===== src/rtl/j_u2pscl_mc.sv =====
// Multi-channel UART baud prescaler: per-channel reload down-counter
// producing a x16 baud enable and a bit-rate enable every 16th pulse.
module j_u2pscl_mc #(
   parameter int WIDTH    = 16,
   parameter int CHANNELS = 2,
   parameter int SELW     = 1
) (
   input  logic                clk,
   input  logic                reset,
   input  logic [WIDTH-1:0]    din,
   input  logic [SELW-1:0]     sel,
   input  logic                psclw,
   input  logic                psclr,
   output logic [WIDTH-1:0]    dr_out,
   output logic                dr_oe,
   input  logic [CHANNELS-1:0] chen,
   output logic [CHANNELS-1:0] bx16,
   output logic [CHANNELS-1:0] bx1
);

   logic [WIDTH-1:0]    pscl_q [CHANNELS];
   logic [WIDTH-1:0]    pscl_d [CHANNELS];
   logic [WIDTH-1:0]    cnt_q  [CHANNELS];
   logic [WIDTH-1:0]    cnt_d  [CHANNELS];
   logic [3:0]          sub_q  [CHANNELS];
   logic [3:0]          sub_d  [CHANNELS];
   logic [CHANNELS-1:0] bx16_q, bx16_d;
   logic [CHANNELS-1:0] bx1_q, bx1_d;
   logic [WIDTH-1:0]    dr_out_q, dr_out_d;
   logic                dr_oe_q, dr_oe_d;
   logic [31:0]         sel_ext;

   assign sel_ext = 32'(sel);

   always_comb begin
      pscl_d   = pscl_q;
      cnt_d    = cnt_q;
      sub_d    = sub_q;
      bx16_d   = '0;
      bx1_d    = '0;
      dr_oe_d  = psclr;
      dr_out_d = '0;

      for (int c = 0; c < CHANNELS; c++) begin
         // Read returns pre-edge value; out-of-range select reads zero
         if (psclr && sel_ext == 32'(c)) begin
            dr_out_d = pscl_q[c];
         end

         if (psclw && sel_ext == 32'(c)) begin
            pscl_d[c] = din;
            cnt_d[c]  = din;
            sub_d[c]  = 4'd0;
         end else if (chen[c]) begin
            if (cnt_q[c] == '0) begin
               cnt_d[c]  = pscl_q[c];
               sub_d[c]  = sub_q[c] + 4'd1;
               bx16_d[c] = 1'b1;
               bx1_d[c]  = (sub_q[c] == 4'hf);
            end else begin
               cnt_d[c] = cnt_q[c] - WIDTH'(1);
            end
         end
      end
   end

   always_ff @(posedge clk) begin
      if (reset) begin
         pscl_q   <= '{default: '0};
         cnt_q    <= '{default: '0};
         sub_q    <= '{default: '0};
         bx16_q   <= '0;
         bx1_q    <= '0;
         dr_out_q <= '0;
         dr_oe_q  <= 1'b0;
      end else begin
         pscl_q   <= pscl_d;
         cnt_q    <= cnt_d;
         sub_q    <= sub_d;
         bx16_q   <= bx16_d;
         bx1_q    <= bx1_d;
         dr_out_q <= dr_out_d;
         dr_oe_q  <= dr_oe_d;
      end
   end

   assign bx16   = bx16_q;
   assign bx1    = bx1_q;
   assign dr_out = dr_out_q;
   assign dr_oe  = dr_oe_q;

endmodule

===== config.mk =====
export PLATFORM = sky130hd
export DESIGN_NAME = j_u2pscl_mc
export DESIGN_NICKNAME = d
export VERILOG_FILES = /design/src/rtl/j_u2pscl_mc.sv
export SDC_FILE = /design/constraint.sdc
export NUM_CORES = 1
export LEC_CHECK = 0
export CAP_MARGIN = 20
export CORE_ASPECT_RATIO = 0.9
export CORE_UTILIZATION = 30
export DETAILED_ROUTE_END_ITERATION = 6
export HOLD_SLACK_MARGIN = 0.15
export RECOVER_POWER = 50
export SKIP_LAST_GASP = 1
export SYNTH_ARGS = -nofsm -noshare
export SYNTH_HDL_FRONTEND = slang
export SYNTH_SLANG_ARGS = --single-unit

===== constraint.sdc =====
create_clock -name clk -period 2.86 [get_ports clk]
set_input_delay 0.572 -clock clk [delete_from_list [all_inputs] [get_ports clk]]
set_output_delay 0.572 -clock clk [all_outputs]
set_load 0.005 [all_outputs]

Word level (Yosys, flattened, before mapping)
Index checks and enable logic that the tools add are counted.

Reductions and logical operators: 17. Add/sub/neg operators: 4. Bitwise operators: 4. Equal/unequal tests: 2. Multiplexer cells: 10.

Operator list (number): $mux 16 (8); $logic_not 16->1 (2); $logic_not 32->1 (1); $sub 16x1->16 const B (2); $add 4x1->4 const B (2); $eq 4x4->1 const B (2); $reduce_or 4->1 (2); $reduce_or 3->1 (2); $logic_and 1x1->1 (4); $not 1->1 (4); $reduce_and 2->1 (2); $reduce_bool 2->1 (2); $reduce_or 2->1 (2); $mux 1 (2).

Flip-flop bits (word level): 93. Output and inout bits: 21. Logic and storage cells: 49.

Depth between registers and ports, before layout
Word-level depth: 4. Mapped depth: 9.

Least setup slack after synthesis
OpenSTA, ideal clock, no wires.

Kind: reg-to-reg. From: register cnt_q[0] (netlist bit). To: register sub_q[3] (netlist bit). Path buffers: 2. Data arrival time: 2.329 ns. Setup slack: 0.461 ns. Cell stages (with the launch flop): 9. Data required time: 2.790 ns. Period minus slack after synthesis: 2.399 ns. Cell sequence: dfxtp_1 > inv_1 > ha_1 > or4b_1 > clkbuf_1 > or4_1 > buf_2 > or4_1 > a21oi_1.

Longest elaborated chain between the ends: 2.

Ends and longest elaborated chain: start, declared (line 23) `logic [WIDTH-1:0] cnt_q [CHANNELS];`; start signal, assigned (line 78) `cnt_q <= cnt_d;`; $logic_not 16->1 (line 55) `if (cnt_q[c] == '0) begin`; $reduce_and 2->1 (no source line); end signal, assigned (line 79) `sub_q <= sub_d;`; end, declared (line 25) `logic [3:0] sub_q [CHANNELS];`.

Every way passes these cells. A chain may end at the register's enable or synchronous reset.

Worst setup path after layout
From: register cnt_q[0] (netlist bit). To: register cnt_q[5] (netlist bit).

Longest elaborated chain between the ends: 4. Elaborated cells on any way between the ends: 5. Classes of those cells: 1 x add/sub; 3 x mux; 1 x reduce/logical.

Ends and longest elaborated chain: $sub 16x1->16 / $logic_not 16->1 (equally long branches) (line 61, 55); $mux 16 (*) (line 55); $mux 16 (*) (line 54) `end else if (chen[c]) begin`; $mux 16 (*) (line 50) `if (psclw && sel_ext == 32'(c)) begin`.

Every way passes the cells marked *; elsewhere a longest branch is shown, timed or not. The select of a mux whose other input is x is not followed.

==> flow_summary.yaml <==
setup_path:
  cp_slowest_cell: "or4_1"
  crit_path_end_kind: "flip-flop"
  crit_family: "simple AND/OR/NAND/NOR gates"
  crit_type: "reg2reg"
  critical_path_required_ns: 3.08
  cp_slowest_stage_delay_ns: 0.71
  worst-path-buf-inv: 2
  crit_path_max_fanout: 12
  crit_chain: "inv_1, ha_1, or4b_1, or4_1, buf_4, o311ai_0, a21oi_1"
  r2r_cells: 7
  worstSetupStartpointType: "flip-flop"
  cp.depth: 7
  arrival_ns: 2.87
route:
  first_pass_iters: 5
  wirelength_mm: 13.3
  drc: 0
  vias: 4450
  drt_iter0_drc: 460
  postRouteAntennaNets: 0
  wire_per_inst_um: 16.7
  viasPerCell: 5.60
yosys:
  ys_top_cells_by_area: "dfxtp_1 (41%), nand2_1 (6.3%), a21oi_1 (5.3%)"
  synth_top_area_cell: "dfxtp_1"
  synth_edf_count: 0
  yosysMostFrequentCell: "dfxtp_1"
  yosysUniqueCellTypes: 56
  synth_fp_nets: 588
  synth_common_cells: "dfxtp_1 (93), nand2_1 (76), a21oi_1 (48)"
  syn_avg_cell_area_um2: 8.10
  synth_top_area_frac: 0.411
  netlist_area_um2: 4530
  seq_area_frac_synth: 0.411
  synth_seq_cells: 93
  synth_top_flop_cell: "dfxtp_1"
  yosys_warnings: 0
  async_reset_ff_frac: 0
  syn_inst: 559
sta:
  tightest_slew_ns: 0.907
  tns_ns: 0
  period_needed_ns: 2.65
  fmax_ghz: 0.378
  clock_skew_ns: 0.00512
  timing.final.crit_share: 0.926
  drv_slew: 0
  maxSlewHeadroom: 0.391
  finalHoldViolCount: 0
  worst_slack_ns: 0.212
  setup_viol: 0
  grt_setup_unrepaired: "no"
status:
  status: "complete, no violations"
floorplanning:
  die_w_um: 131
  num_io_pins: 44
  die_area_um2: 15600
  coreArea_um2: 14700
  row_count: 42
  start_util: 0.308
  die_h_um: 119
layout:
  fillerInstances: 1494
  area_growth_pct: 21.1
  final_nets: 620
  drive_gt1_frac: 0.0755
  n_antenna_cell: 0
placement:
  numPortBuffers: 43
  post-dp-hpwl_mm: 9.64
  gp_congestion: 0.896
  pre_cts_ws_ns: 0.146
global_routing:
  grt_overflow: 0
  grt_start_max_net_pins: 36
  grt_pass1_wl_mm: 21.4
  grt_usage: 0.174
  grt_pass1_vias: 4109
  antenna_found_initial: 0
clock_tree:
  clkSinkCount: 93
  clk_pin_slew_ns: 0.07
  cts_buffers: 9
  cts_tree: "built"
  htree_levels: 3
  clk_latency_ns: 0.34
  ctsResizeCount: 0
  clockBufferDepth: 2
  hold_buffers: 0
  postCtsSetupRepairBufs: 0
  clockRootBuffer: "clkbuf_16"
pwr:
  vdd_drop_max_mv: 0.300
  leakage_nw: 2.07
  power_density_nw_per_um2: 670
hold_path:
  worstHoldPathType: "reg2reg"
  hold_depth: 2
job:
  cap_violations: 0
[worst min-delay path, stage by stage (launching register included)]
cell     delay [ns]
dfxtp_1        0.32
nand2_1        0.06
a21oi_1        0.05
[flip-flops by register name, indices dropped and copies added (netlist names)]
signal,count
bx16,2
bx1,2
pscl_q,32
dr_oe,1
cnt_q,32
sub_q,8
dr_out,16
[power breakdown]
| part | switching, W | total [W] | internal [W] |
|---|---|---|---|
| logic | 0.000542 | 0.000945 | 0.000403 |
| clock network | 0.000514 | 0.00122 | 0.000703 |
| registers | 0.000121 | 0.00151 | 0.00139 |
| total | 0.00118 | 0.00367 | 0.00250 |
[cell usage in the layout (no fill, tap or decap), types with 3 or more instances in the layout]
cell type	count
nor2_1	40
dlygate4sd3_1	23
clkdlybuf4s50_1	19
clkbuf_16	9
o31a_1	3
xor2_1	3
or4_1	12
a21oi_1	48
mux2i_1	20
xnor2_1	4
ha_1	6
nand4_1	4
or3_1	9
or2_2	4
dfxtp_1	93
and3_1	5
o41ai_1	3
o31ai_1	7
nand2_1	76
nor3_1	19
o21ai_0	26
nor4_1	17
and2_0	3
nand3_1	10
buf_4	20
a21boi_0	15
a31oi_1	5
nor3b_1	3
a22oi_1	13
inv_1	11
o32ai_1	10
o22ai_1	16
[logic make-up after synthesis]
group	after synthesis	share of synthesized area
compound gates	166	0.239
xor+xnor	7	0.0135
fa+ha+maj	6	0.0166
simple gates	211	0.226
mux	20	0.0442
flops	93	0.411
buf+inv	56	0.0495
[per-layer routing]
metal	part of all wire	track usage	wire length, um	up-vias
li1	-	-	-	2123
met1	0.47	0.239	6300	2122
met2	0.44	0.260	5880	186
met3	0.066	0.0455	878	19
met4	0.017	0.0625	225	0
met5	0	0	0	-
[cell type report]
class                      instances  area (um^2)  area share
tap                              198          248      0.0452
timing repair buffer              65          584       0.107
sequential                        93         1860       0.340
clock inverter                     5         60.1      0.0110
inverter                          12         45.0     0.00822
clock buffer                      11          243      0.0443
multi-input combinational        410         2440       0.445
[path summary, 6_finish.rpt]
kind | start | to | slack, ns
max | cnt_q[0] | cnt_q[5] | 0.21
min | pscl_q[23] | pscl_q[23] | 0.47
max reg2reg | cnt_q[0] | cnt_q[5] | 0.21
min reg2reg | pscl_q[23] | pscl_q[23] | 0.47
[stage by stage]
step	instances	power, W	utilization	hold slack [ns]	cell area [um^2]
4_1_cts	794	0.00369	0.373	0.472	5500
3_3_place_gp	777	0.00245	0.352	0.446	5180
2_1_floorplan	559	0.00217	-	0.424	4530
3_5_place_dp	778	0.00247	0.353	0.458	5190
6_report	794	0.00367	0.373	0.473	5480
5_1_grt	794	0.00386	0.373	0.491	5480
(Power assumes the default switching activity.)
